[src/rtl/spdif_tx.sv]
// S/PDIF (IEC 60958) transmitter: buffers one stereo pair, frames it into
// B/M/W-preambled 32-slot subframes and biphase-mark encodes them onto o_spdif.
//
// state | meaning
// IDLE  | line parked at 0, waiting for the first accepted pair
// PRE   | 8 preamble half-bits (slots 0-3)
// DATA  | 56 BMC half-bits (slots 4-31)
module spdif_tx #(
    parameter int CLK_DIV = 4,
    parameter int DIV_W   = 8
) (
    input  logic        clk,
    input  logic        i_rst_n,
    input  logic [23:0] i_left,
    input  logic [23:0] i_right,
    input  logic        i_valid,
    output logic        o_ready,
    input  logic        i_cs_bit,
    output logic [7:0]  o_cs_index,
    output logic        o_spdif,
    output logic        o_underrun
);

    typedef enum logic [1:0] {IDLE, PRE, DATA} state_t;

    localparam logic [DIV_W-1:0] DIV_LAST = DIV_W'(CLK_DIV - 1);
    localparam logic [7:0] PAT_B = 8'b11101000;
    localparam logic [7:0] PAT_M = 8'b11100010;
    localparam logic [7:0] PAT_W = 8'b11100100;

    state_t           state_q, state_d;
    logic [DIV_W-1:0] div_q, div_d;
    logic [5:0]       hb_q, hb_d;
    logic             sub_q, sub_d;
    logic [47:0]      hold_q, hold_d;
    logic             ready_q, ready_d;
    logic [47:0]      frm_q, frm_d;
    logic             vflag_q, vflag_d;
    logic             inv_q, inv_d;
    logic             bit_q, bit_d;
    logic             par_q, par_d;
    logic             line_q, line_d;
    logic [7:0]       cs_q, cs_d;
    logic             under_q, under_d;

    logic        tick;
    logic        hs;
    logic        ld;
    logic [4:0]  slot;
    logic [7:0]  pat;
    logic        pre_inv;
    logic [23:0] sample;
    logic        data_bit;

    always_comb begin
        tick    = (state_q != IDLE) && (div_q == DIV_LAST);
        hs      = i_valid && ready_q;
        ld      = tick && (state_q == PRE) && (hb_q == 6'd0) && !sub_q;
        slot    = hb_q[5:1];
        pat     = sub_q ? PAT_W : ((cs_q == 8'd0) ? PAT_B : PAT_M);
        pre_inv = (hb_q == 6'd0) ? line_q : inv_q;
        sample  = sub_q ? frm_q[23:0] : frm_q[47:24];

        if (slot < 5'd24) begin
            data_bit = sample[slot];
        end else begin
            case (slot)
                5'd24:   data_bit = vflag_q;
                5'd25:   data_bit = 1'b0;
                5'd26:   data_bit = i_cs_bit;
                default: data_bit = par_q;
            endcase
        end

        state_d = state_q;
        hb_d    = hb_q;
        sub_d   = sub_q;
        hold_d  = hold_q;
        ready_d = ready_q;
        frm_d   = frm_q;
        vflag_d = vflag_q;
        inv_d   = inv_q;
        bit_d   = bit_q;
        par_d   = par_q;
        line_d  = line_q;
        cs_d    = cs_q;
        under_d = 1'b0;

        if (state_q == IDLE || tick) begin
            div_d = '0;
        end else begin
            div_d = div_q + 1'b1;
        end

        case (state_q)
            IDLE: begin
                if (hs) begin
                    state_d = PRE;
                end
            end
            PRE: begin
                if (tick) begin
                    // Pattern is relative to the level left by the previous subframe.
                    line_d = pat[~hb_q[2:0]] ^ pre_inv;
                    par_d  = 1'b0;
                    if (hb_q == 6'd0) begin
                        inv_d = line_q;
                    end
                    if (hb_q == 6'd7) begin
                        state_d = DATA;
                        hb_d    = 6'd0;
                    end else begin
                        hb_d = hb_q + 6'd1;
                    end
                end
            end
            DATA: begin
                if (tick) begin
                    if (!hb_q[0]) begin
                        line_d = ~line_q;
                        bit_d  = data_bit;
                        if (slot != 5'd27) begin
                            par_d = par_q ^ data_bit;
                        end
                    end else begin
                        line_d = line_q ^ bit_q;
                    end
                    if (hb_q == 6'd55) begin
                        state_d = PRE;
                        hb_d    = 6'd0;
                        sub_d   = ~sub_q;
                        if (sub_q) begin
                            cs_d = (cs_q == 8'd191) ? 8'd0 : cs_q + 8'd1;
                        end
                    end else begin
                        hb_d = hb_q + 6'd1;
                    end
                end
            end
            default: state_d = IDLE;
        endcase

        // Frame start drains the holding register; an empty one sends silence with V=1.
        if (ld) begin
            ready_d = 1'b1;
            if (ready_q) begin
                frm_d   = '0;
                vflag_d = 1'b1;
                under_d = 1'b1;
            end else begin
                frm_d   = hold_q;
                vflag_d = 1'b0;
            end
        end
        if (hs) begin
            hold_d  = {i_left, i_right};
            ready_d = 1'b0;
        end
    end

    always_ff @(posedge clk or negedge i_rst_n) begin
        if (!i_rst_n) begin
            state_q <= IDLE;
            div_q   <= '0;
            hb_q    <= '0;
            sub_q   <= 1'b0;
            hold_q  <= '0;
            ready_q <= 1'b1;
            frm_q   <= '0;
            vflag_q <= 1'b0;
            inv_q   <= 1'b0;
            bit_q   <= 1'b0;
            par_q   <= 1'b0;
            line_q  <= 1'b0;
            cs_q    <= '0;
            under_q <= 1'b0;
        end else begin
            state_q <= state_d;
            div_q   <= div_d;
            hb_q    <= hb_d;
            sub_q   <= sub_d;
            hold_q  <= hold_d;
            ready_q <= ready_d;
            frm_q   <= frm_d;
            vflag_q <= vflag_d;
            inv_q   <= inv_d;
            bit_q   <= bit_d;
            par_q   <= par_d;
            line_q  <= line_d;
            cs_q    <= cs_d;
            under_q <= under_d;
        end
    end

    assign o_spdif    = line_q;
    assign o_ready    = ready_q;
    assign o_cs_index = cs_q;
    assign o_underrun = under_q;

endmodule
[config.mk]
export PLATFORM = sky130hd
export DESIGN_NAME = spdif_tx
export DESIGN_NICKNAME = d
export VERILOG_FILES = /design/src/rtl/spdif_tx.sv
export SDC_FILE = /design/constraint.sdc
export NUM_CORES = 1
export LEC_CHECK = 0
export BUFFER_PORTS_ARGS = -buffer_cell sky130_fd_sc_hd__buf_2
export CAP_MARGIN = 20
export CORE_MARGIN = 2
export CORE_UTILIZATION = 61
export CTS_BUF_LIST = sky130_fd_sc_hd__clkbuf_4 sky130_fd_sc_hd__clkbuf_8
export CTS_CLUSTER_SIZE = 28
export DETAILED_ROUTE_END_ITERATION = 8
export GPL_TIMING_DRIVEN = 0
export HOLD_SLACK_MARGIN = 0.1
export PLACE_DENSITY = 0.92
export RECOVER_POWER = 50
export SYNTH_ARGS = -nofsm -noshare
export SYNTH_HDL_FRONTEND = slang
export SYNTH_SLANG_ARGS = --single-unit
[constraint.sdc]
create_clock -name clk -period 2.7 [get_ports clk]
set_clock_uncertainty 0.2 [all_clocks]
set_input_delay 0.135 -clock clk [delete_from_list [all_inputs] [get_ports clk]]
set_output_delay 0.135 -clock clk [all_outputs]
set_load 0.01 [all_outputs]
---- After elaboration in Yosys (flattened, before gate mapping) ----
Index checks and enable logic that the tools add are counted.
word-level totals
  output and inout port bits .............. 11
  word-level logic and storage cells ...... 101
  flip-flop bits (word level) ............. 128
operators by class
  mux-type cells .......................... 37
  bitwise gates (word level) .............. 7
  equal/unequal tests ..................... 17
  order comparisons ....................... 3
  reductions and logical operators ........ 20
  $add $sub $neg .......................... 3
operators by type and width
  operator             count
  $mux 48              1
  $mux 24              1
  $mux 6               4
  $add 8x1->8 const B  2
  $mux 8               2
  $eq 5x5->1 const B   3
  $mux 1               15
  $ne 2x2->1 const B   6
  $pmux 6 s2           1
  $mux 2               5
  $reduce_and 5->1     2
  $reduce_and 3->1     3
  $eq 8x2->1 const B   1
  $eq 8x8->1 const B   1
  $logic_not 8->1      1
  $mux 4               2
  $add 6x1->6 const B  1
  $eq 6x3->1 const B   1
  $eq 6x6->1 const B   1
  $logic_not 6->1      1
  $lt 5x6->1 const B   1
  $pmux 2 s3           1
  $reduce_bool 2->1    3
  $bmux 1 s5           1
  18 further kinds     27

---- Logic depth before layout (Yosys ltp) ----
  depth after elaboration ................. 9
  depth in mapped cells ................... 10

---- Worst setup path after synthesis ----
No wires, ideal clock.
  path kind ............................... register to register
  start point ............................. register div_q[4]
  end point ............................... register frm_q[47]
  slack ................................... 363 ps
  cell stages (with the launch flop) ...... 10
  library setup time ...................... 123 ps
  arrival time ............................ 2014 ps
  required time ........................... 2377 ps
  clock period less this slack ............ 2337 ps
  path through ............................ dfrtp_1 > nor4_4 > nand3_4 > or2_4 > or3_1 > buf_2 > buf_6 > buf_6 > nand2_1 > o21ai_1
on the way
  word-level cells in the longest chain between the ends .. 5
ends and longest elaborated chain
  element                         RTL line  RTL
  from (decl)                     32        logic [DIV_W-1:0] div_q, div_d;
  from (signal assigned)          179       div_q <= div_d;
  $eq 8x2->1                      56        tick = (state_q != IDLE) && (div_q == DIV_LAST);
  $logic_and 1x1->1               56
  $logic_and 1x1->1 (3 in a row)  58        ld = tick && (state_q == PRE) && (hb_q == 6'd0) && !sub_q;
  to (signal assigned)            184       frm_q <= frm_d;
  to (decl)                       37        logic [47:0] frm_q, frm_d;
No other way between the ends.
A chain may end at the register's enable or synchronous reset.

---- Worst setup path after layout ----
  start point ............................. register div_q[4]
  end point ............................... register frm_q[9]
Same word-level chain as after synthesis.

==> impl_results.md <==
* Data arrival, critical path at 2.73 ns
* Final-report hold violation count at 0
* Critical path class: reg -> reg
* Layout cell share with drive strength beyond 1 at 0.252
* Global-route wire length before repair at 25000 um
* Area occupied by multi-input gates at 2460 um2
* # DRC at 0
* Max-Cap Viols at 0
* Yosys top cell by area: dfrtp_1
* Pin count of the biggest net entering global routing at 77
* Crit end category: register
* Global Route Usage Sum at 0.323
* Fmax at 0.384 GHz
* Status: completed
* Distinct cell type count after synthesis at 54
* HP Class: in -> reg
* Largest stage delay, worst path at 0.42 ns
* Non-Filler Instances at 816
* Main synth FF type: dfrtp_1
* Post-Syn Instances at 537
* Crit start category: register
* Design Power at 6.48 mW
* Routability congestion estimate at 0.886
* Most common cell in the netlist: dfrtp_1
* Root buffer cell: clkbuf_8
* # setup viols final at 0
* Clk slew on worst S/H paths at 0.07 ns
* NumNets Final at 731
* Detailed Place HPWL at 9110 um
* Avg Cell Area, Syn at 10.9 um2
* CTS Buffer Depth at 2
* Pwr/cell area at 891 nW/um2
* Post-synth ARST share at 1.00
* Num rows at 35
* Initial DRC count at 611
* Port-buffer cells at 62
* Synth warn at 0
* TritonCTS clock tree: built
* Area post-placement at 6330 um2
* Data required, critical path at 2.82 ns
* Initial Utilization at 0.631
* Fin crit share at 0.964
* VDD IR max at 0.573 mV
* Post-synthesis instance area at 5830 um2
* Lkg Pwr at 3.39 nW
* Routed vias/inst at 5.97
* Crit path max fanout at 10
* Die area at 10400 um2
* Slew @ Worst Pin at 1.10 ns
* Area delta synth->final at 24.8%
* Max-slew violation count at 0
* Post-synth top area share at 0.545
* GRT overflow at 0
* Commonest cells in the netlist: dfrtp_1, nand2_1, mux2_2, o21ai_0, nor2_1
* Routed len/inst at 19.0 um
* Clk_lat worst skew at 0.44 ns
* Vias in the first global route at 4966
* I/O pins at 63
* Post-synth EDFFs at 0
* Post-Route Setup TNS at 0 ns
* Initial antenna violation count at 0
* Max_slew headroom at 0.264
* Clock Sinks at 128
* Inst Count DP at 729
* Antenna fix cells at 0
* Final Cell Area at 7270 um2
* Seq cells post-synth at 128
* Min Clock Period, post-route at 2.60 ns
* Die W at 102 um
* Dominant cells by area after synthesis: dfrtp_1, mux2_2, nand2_1
* CORE AREA at 9240 um2
* WL final at 15500 um
* Die height at 102 um
* Routed Antenna Nets at 0
* Detailed-route via count at 4875
* Post-synth net total at 594
* Seq/Total Area, Yosys at 0.550
* Register area at 3200 um2
* TritonRoute pass-1 iters at 8
* Slowest cell on the critical path: dfrtp_1
* Total CTS buffers at 17
* Crit-path cells: nor4_4 > nand3_4 > or2_4 > or3_1 > buf_2 > clkbuf_2 > o21ai_0
* Fillers at 489
* H-tree Lvls at 4
==> path summary, 6_finish.rpt <==
path / from / endpoint / slack, ns / depth (start not counted)
max: div_q[4] / frm_q[9] / 0.1 / 7
min: i_cs_bit / bit_q / 0.21 / 6
max reg2reg: div_q[4] / frm_q[9] / 0.1 / 7
min reg2reg: frm_q[27] / frm_q[27] / 0.29 / 2
max in group asynchronous: i_rst_n / hold_q[45] / 0.47 / 4
min in group asynchronous: i_rst_n / o_ready / 0.71 / 3
==> placed cells by master (no fill, tap or decap), drive strengths merged, types with 3 or more instances in the layout <==
cell / count
nand3: 10
nand3b: 3
dfrtp: 127
clkinv: 6
a31oi: 3
bufinv: 3
nor2b: 4
o31ai: 3
dlygate4sd3: 51
mux2i: 20
a21oi: 7
nor4: 4
a22oi: 8
and3: 4
ha: 5
xnor2: 5
mux4: 3
xor2: 10
mux2: 53
buf: 70
inv: 13
nand4: 4
nor2: 25
o21ai: 58
nand2: 114
nand2b: 4
clkbuf: 46
==> per-layer routing <==
layer	part of all wire	track usage	vias to the layer above
met5	0	0	-
met1	0.36	0.371	2362
met3	0.069	0.0828	83
li1	-	-	2131
met4	0.052	0.175	0
met2	0.52	0.554	299
==> critical path: cells and delay by family, from the launching register on <==
family / cells / cell delay [ns]
flops: 1 / 0.42
simple gates: 4 / 1.18
buf+inv: 2 / 0.40
compound gates: 1 / 0.29
==> state kept, by name (all words and copies together), names as in the netlist <==
signal and flops:
bit_q 1, inv_q 1, vflag_q 1, o_underrun 1
hb_q 6, o_spdif 1, frm_q 48, o_cs_index 8
o_ready 1, div_q 8, par_q 1, sub_q 1
hold_q 48, state_q 2
==> power breakdown <==
group / internal (mW) / switching (mW)
clock network: 0.955 / 0.826
logic: 0.767 / 0.908
registers: 2.57 / 0.459
==> final cells by class <==
class | count | area share
Clock buffer | 18 | 0.0341
Timing Repair Buffer | 118 | 0.116
Sequential cell | 128 | 0.441
Tap cell | 129 | 0.0222
Buffer | 31 | 0.0206
Inverter | 8 | 0.00413
Multi-Input combinational cell | 370 | 0.338
Clock inverter | 14 | 0.0246
==> logic make-up (layout without fill, tap and decap cells) <==
logic type | Yosys count | after routing | synth area share
compound gates | 92 | 92 | 0.0914
xor+xnor | 15 | 15 | 0.0225
fa+ha+maj | 5 | 5 | 0.0107
buf+inv | 39 | 189 | 0.0305
flops | 128 | 128 | 0.550
mux | 76 | 76 | 0.150
simple gates | 182 | 182 | 0.145
==> stage by stage <==
stage / setup WS [ns] / hold slack, ns / util
final: 0.0964 / 0.207 / 0.787
after global routing: -0.0160 / 0.194 / 0.787
after CTS: 0.0284 / 0.162 / 0.790
after detailed placement: 0.0537 / -0.0803 / 0.686
after global placement: -0.185 / 0.121 / 0.682
after floorplan: 0.363 / -0.361 / -
==> timing repair <==
action                     in CTS  in global routing
buffers inserted                0                  3
hold buffers                   52                  0
resized for setup               0                  8
hold endpoints to repair      177                  0
setup endpoints to repair       0                 41
No activity file was read; power rests on OpenSTA's default activity.
